==> config.mk <==
export PLATFORM = sky130hd
export DESIGN_NAME = hs_prod_gen
export DESIGN_NICKNAME = d
export VERILOG_FILES = /design/src/rtl/hs_prod_gen.sv
export SDC_FILE = /design/constraint.sdc
export NUM_CORES = 1
export LEC_CHECK = 0
export CORE_MARGIN = 5
export CORE_UTILIZATION = 64
export DETAILED_ROUTE_END_ITERATION = 7
export MAX_ROUTING_LAYER = met4
export PLACE_DENSITY = 0.91
export SLEW_MARGIN = 20
export SYNTH_ARGS = -nofsm -noshare
export SYNTH_HDL_FRONTEND = slang
export SYNTH_SLANG_ARGS = --single-unit
export TNS_END_PERCENT = 100
==> constraint.sdc <==
create_clock -name clk -period 17.2 [get_ports clk]
set_clock_uncertainty 0.1 [all_clocks]
set_input_delay 3.44 -clock clk [delete_from_list [all_inputs] [get_ports clk]]
set_output_delay 3.44 -clock clk [all_outputs]
set_load 0.05 [all_outputs]
==> src/rtl/hs_prod_gen.sv <==
// rtl/hs_prod_gen.sv - burst/gap valid-ready producer driven by a 16-bit Galois LFSR
// Optional macro HS_PROD_SEQ_EN: payload counts 0,1,2,... instead of sampling the LFSR.
module hs_prod_gen #(
  parameter int          DW        = 8,
  parameter int          BURST_MIN = 3,
  parameter int          BURST_MAX = 5,
  parameter int          GAP_MIN   = 1,
  parameter int          GAP_MAX   = 4,
  parameter logic [15:0] SEED      = 16'hACE1
) (
  input  logic          clk,
  input  logic          rst_b,
  input  logic          en,
  input  logic          rdy,
  output logic          val,
  output logic [DW-1:0] data,
  output logic [15:0]   xfer_cnt
);

  localparam int          B_SPAN   = BURST_MAX - BURST_MIN + 1;
  localparam int          G_SPAN   = GAP_MAX - GAP_MIN + 1;
  localparam logic [15:0] SEED_EFF = (SEED == 16'h0000) ? 16'h0001 : SEED;

  typedef enum logic [1:0] {IDLE, BURST, GAP} state_t;

  state_t        state_q;
  logic [7:0]    b_q;
  logic [7:0]    g_q;
  logic [15:0]   lfsr_q;
  logic [15:0]   lfsr_d;
  logic [7:0]    b_new;
  logic [7:0]    g_new;
  logic [DW-1:0] data_d;
  logic          accept;

  // x^16+x^14+x^13+x^11+1, right-shifting Galois form
  assign lfsr_d = {1'b0, lfsr_q[15:1]} ^ (lfsr_q[0] ? 16'hB400 : 16'h0000);
  assign b_new  = 8'(BURST_MIN + (int'(lfsr_q[7:0]) % B_SPAN));
  assign g_new  = 8'(GAP_MIN + (int'(lfsr_q[15:8]) % G_SPAN));
  assign accept = val && rdy;

`ifdef HS_PROD_SEQ_EN
  assign data_d = data + DW'(1);
`else
  assign data_d = lfsr_q[DW-1:0];
`endif

  always_ff @(posedge clk or negedge rst_b) begin
    if (!rst_b) begin
      state_q  <= IDLE;
      val      <= 1'b0;
      data     <= '0;
      xfer_cnt <= 16'h0000;
      b_q      <= 8'd0;
      g_q      <= 8'd0;
      lfsr_q   <= SEED_EFF;
    end else begin
      lfsr_q <= lfsr_d;
      if (accept) begin
        data <= data_d;
        if (xfer_cnt != 16'hFFFF) xfer_cnt <= xfer_cnt + 16'd1;
      end
      case (state_q)
        IDLE: begin
          if (en) begin
            state_q <= BURST;
            val     <= 1'b1;
            b_q     <= b_new;
          end
        end
        BURST: begin
          // a pending beat is never withdrawn, even with en low
          if (accept) begin
            if (!en) begin
              state_q <= IDLE;
              val     <= 1'b0;
              b_q     <= 8'd0;
            end else if (b_q == 8'd1) begin
              if (g_new != 8'd0) begin
                state_q <= GAP;
                val     <= 1'b0;
                g_q     <= g_new;
                b_q     <= 8'd0;
              end else begin
                b_q <= b_new;
              end
            end else begin
              b_q <= b_q - 8'd1;
            end
          end
        end
        GAP: begin
          if (!en) begin
            state_q <= IDLE;
            g_q     <= 8'd0;
          end else if (g_q == 8'd1) begin
            state_q <= BURST;
            val     <= 1'b1;
            b_q     <= b_new;
            g_q     <= 8'd0;
          end else begin
            g_q <= g_q - 8'd1;
          end
        end
        default: begin
          state_q <= IDLE;
          val     <= 1'b0;
        end
      endcase
    end
  end

endmodule

# Word level (Yosys, flattened, before mapping)
# Index checks and enable logic that the tools add are counted.
# totals
ff_bits	59
inputBits	4
output_inout_bits	25
word_cells	71
# op_classes
add_sub_neg	5
n_div	1
eq_ne	15
muxes	32
bitwise	1
n_reduce_logical	10
# ops
op	count
$mux W8	13
$mod A9 B3 Y32 const B	1
$pmux W8 S3	1
$add A16 B1 Y16 const B	1
$eq A8 B1 Y1 const B	2
$mux W16	1
$ne A16 B16 Y1 const B	1
$pmux W8 S2	1
$sub A8 B1 Y8 const B	2
$xor A15 B16 Y16	1
$reduce_and A5 Y1	3
$mux W2	7
$ne A2 B2 Y1 const B	7
$ne A3 B3 Y1 const B	3
$add A3 B8 Y8 const A	1
$reduce_bool A8 Y1	1
$mux W1	7
$pmux W2 S3	1
$reduce_and A6 Y1	1
$add A1 B2 Y3 const A	1
$pmux W1 S3	1
$reduce_bool A3 Y1	1
$eq A2 B1 Y1 const B	1
$eq A2 B2 Y1 const B	1
4 further kinds	4

# Logic depth before layout (Yosys ltp)
# depth
depth_word	7
depth_mapped	29
ltp_nobuf	23

# Least setup slack after synthesis
# OpenSTA, ideal clock, no wires.
# synth_path
path_type	register -> register
startpoint	register lfsr_q[6]
endpoint	register b_q[6]
setup_time_ns	0.132
arrival_time_ns	5.247
required_time_ns	16.968
slack_ns	11.721
path_stages_with_launch	28
synth_period_minus_slack_ns	5.479
path_cell_list	dfstp_2 buf_2 buf_4 clkbuf_1 ha_1 nor2b_1 mux2_4 o21ai_4 mux2i_2 or3_1 nand2_1 ha_1 clkbuf_1 nor2b_1 mux2_4 a21oi_2 nor2_1 xnor2_1 ha_1 clkbuf_1 nor2_1 nand2_1 nor2_1 mux2i_1 ha_1 and4bb_1 xnor2_1 o211ai_2
# synth_between
elab_chain_len	7
elab_cells_between_ends	10
classes_between	add/sub (1); div (1); mux (8)
# synth_lines
item	line	text
start: declaration	29	logic [15:0] lfsr_q;
start signal: assignment	58	lfsr_q <= lfsr_d;
$mod A9 B3 Y32 *	38	assign b_new = 8'(BURST_MIN + (int'(lfsr_q[7:0]) % B_SPAN));
$add A3 B8 Y8 *	38	
$mux W8	79	if (g_new != 8'd0) begin
$mux W8	78	end else if (b_q == 8'd1) begin
$mux W8	74	if (!en) begin
$mux W8	73	if (accept) begin
$pmux W8 S3 *	63	case (state_q)
end signal: assignment	68	b_q <= b_new;
end signal: assignment	85	b_q <= b_new;
end signal: assignment	88	b_q <= b_q - 8'd1;
end: declaration	27	logic [7:0] b_q;
# Mark *: on every way between the ends. The rest lies on a longest branch, timed or not. The select of a mux whose other input is x is not followed.
# A chain may end at the register's enable or synchronous reset.

# Final worst setup path
# Same ends and word-level chain as after synthesis.

==> impl_results.md <==
- Status: complete, no violations
- Yosys reg bits: 59
- Setup crit start kind: flop
- Post-synth top area cell: dfrtp_1
- Pre-antenna DRT Iters: 5
- PD cells: 95.4 nW/µm²
- Initial antenna violation count: 0
- Share of layout cells above drive strength 1: 11.7%
- Cell family with most CP delay: simple AND/OR/NAND/NOR gates
- Worst EP arrival: 6.03 ns
- Final setup viols: 0
- Syn_nets: 493
- IO buf count: 28
- Register area share after synthesis: 34.8%
- Clock Latency Late Sink: 0.34 ns
- Final period utilization: between 30% and 40%
- Slowest CP cell: dfstp_2
- Global placer's final weighted congestion: 0.941
- Die ar.: 8420 µm²
- Crit-path cells: ha_1, nor2b_1, mux2_4, o21ai_4, mux2i_2, or3_1, nand2_1, ha_1, nor2b_1, nand2_1, o21ba_2, a21oi_2, nor2_1, xnor2_1, ha_1, nor2_1, nand2_1, nor2_1, mux2i_1, ha_1, and4bb_1, xnor2_1, o211ai_2
- Core ar.: ~6400 µm²
- Htree depth: 3
- CTS Buf Count: 9
- Crit. End Element: flop
- Worst-case vdd ir drop: 58.0 µV
- Critical path class: flop to flop
- Std cell rows: 29
- Largest stage delay, worst path: 0.77 ns
- First-pass GRT wire length: 17,500 µm
- Reg2Reg Setup Slack: around 11 ns
- Antenna cells: 0
- Critical Path RT: 17.31 ns
- Hpwl dp: 7220 µm
- Vias in the first global route: 3,670
- Vias post-DR: 3,732
- Die H: 91.7 µm
- Yosys Warn Count: 0
- Power Total: 0.451 mW
- Unrepaired setup endpoints after global routing: no
- Synth cell types: 77
- Worst hold slack: 0.242 ns
- Avg Inst Size Synth: 8.93 µm²
- Fin nets: 504
- Post-route ant nets: 0
- HP Class: flop to flop
- Top-count cell post-synth: dfrtp_1
- Final WL: 10,300 µm
- Initial DRC count: between 200 and 300
- Fin. max-slew vios: 0
- CTS Sinks: roughly 60
- Total GRT Usage: 26.1%
- Mapped Cells: 479
- Final hold vios: 0
- Layout overhead on the synthesized area: 10.7%
- Crit Reg-Reg Endpoint: b_q[6]$_DFFE_PN0P_
- Rel. slew slack: 36.7%
- Top Ports: 29
- Top-area cell type share of the netlist area: 29.8%
- Crit path top cell by count: ha_1
- Post-Syn Area: approximately 4300 µm²
- Crit path depth: 23
- Synth area leaders: dfrtp_1 (30%), xnor2_1 (5.1%), dfstp_2 (4.9%)
- Hold buffer count at CTS: 0
- EDFF count, synth: 0
- Filler Cell Count: 448
- FF-to-FF Start: lfsr_q[6]$_DFF_PN1_
- FF+latch area: around 1500 µm²
- Total setup buffers inserted after CTS: 0
- TritonCTS clock tree: built
- Max Cap Violations: 0
- Tightest Pin Transition: 0.949 ns
- CTS root buf: clkbuf_8
- Die Wd: 91.7 µm
- Setup TNS: 0 ns
- Async set-reset flop share out of synthesis: 100%
- Reg2reg path depth: 23
- Critical Path Fanout Max: 22
- # DRC: 0
- Worst Hold Launch: lfsr_q[12]$_DFF_PN0_
- Initial core utilization: between 60% and 70%
- Final Critical Period: 5.92 ns
- Clock transition at path regs: approximately 0.070 ns
- Predominant post-synthesis flop cell: dfrtp_1
- Synth top cells by count: dfrtp_1 (51), nand2_1 (41), nor2_1 (37)
- Largest net degree at the start of global routing: 60
- Post-DR vias/cell: 6.52
- FMAX: approximately 0.17 GHz
- Clock buffer depth: 2
- WL/cell: 17.9 µm
- Area of the multi-input gates: 2570 µm²
- Worst setup startpoint: lfsr_q[6]$_DFF_PN1_
- Buf/Inv on CP: 0
- Setup crit end: b_q[6]$_DFFE_PN0P_
- Gr ovfl total: 0
- P_leak: 1.98 nW
- Post-CTS Resized: 0
[how the worst min path moves through the flow]
stage                                       to  slack (ns)  depth (start not counted)
after floorplan           lfsr_q[11]$_DFF_PN1_        0.23                          0
after global placement    lfsr_q[11]$_DFF_PN1_        0.24                          0
after detailed placement  lfsr_q[11]$_DFF_PN1_        0.25                          0
after CTS                 lfsr_q[11]$_DFF_PN1_        0.24                          0
after global routing      lfsr_q[11]$_DFF_PN1_        0.25                          0
final                     lfsr_q[11]$_DFF_PN1_        0.24                          0
[stage by stage]
step	instances	area, µm²	worst slack (ns)	util, %
6_report	572	4730	11.28	73.7
5_1_grt	572	4730	10.85	73.7
4_1_cts	572	4730	11.31	73.7
3_5_place_dp	556	4490	11.15	69.9
3_3_place_gp	556	4490	11.34	69.9
2_1_floorplan	479	4280	11.72	-
[layout by cell type, fill, tap and decap left out, drive strengths merged, types with 10 or more instances in the layout]
cell type | Yosys | routed
nor3 | 15 | 15
ha | 10 | 10
nand2 | 41 | 41
dfrtp | 51 | 51
o21ai | 32 | 32
mux2 | 10 | 10
nand3 | 25 | 25
xnor2 | 25 | 25
xor2 | 13 | 13
clkbuf | 15 | 12
inv | 14 | 14
nor2 | 37 | 37
a21oi | 34 | 34
clkdlybuf4s50 | 0 | 27
[where the power goes]
part | switching, mW | leakage (nW) | total [mW] | internal [mW]
Sequential | 0.0204 | 0.763 | 0.175 | 0.155
Clock | 0.0538 | 0.117 | 0.154 | 0.100
Combinational | 0.0817 | 1.10 | 0.122 | 0.0404
[logic make-up (layout without fill, tap and decap cells)]
family | after synthesis | after routing | share of synthesized area [%]
buf+inv | 43 | 59 | 5.09
mux | 19 | 19 | 5.00
compound gates | 131 | 131 | 22.5
simple gates | 178 | 178 | 21.7
xor+xnor | 38 | 38 | 7.78
flops | 59 | 59 | 34.8
fa+ha+maj | 11 | 11 | 3.19
[cell type report]
| type | count | share of cell area (%) |
|---|---|---|
| tap | 77 | 2.04 |
| timing repair buffer | 29 | 5.97 |
| sequential | 59 | 31.4 |
| inverter | 14 | 1.11 |
| clock inverter | 4 | 2.06 |
| clock buffer | 12 | 3.07 |
| multi-input combinational | 377 | 54.3 |
[sequential cells by signal, summed over array words and instances, names as in the netlist]
name / cells
data: 8
lfsr_q: 16
val: 1
xfer_cnt: 16
b_q: 8
state_q: 2
g_q: 8
[worst register-to-register path: cells and delay by family (launching register included)]
| kind | cells | cell delay [ns] |
|---|---|---|
| and+or+nand+nor | 10 | 1.76 |
| muxes | 3 | 0.74 |
| AOI/OAI and AO/OA | 4 | 0.77 |
| DFF | 1 | 0.77 |
| xor gates and xnor gates | 2 | 0.38 |
| adders and majority gates | 4 | 1.27 |
[metal layers]
layer  GRT usage [%]  share of wire (%)  vias to the layer above
met5               -                  0                        -
met4            9.03                1.8                        0
met3            4.42                5.0                       18
met2            44.7                 52                      137
met1            31.1                 41                     1815
li1                -                  -                     1762
No activity file was read; power rests on OpenSTA's default activity.
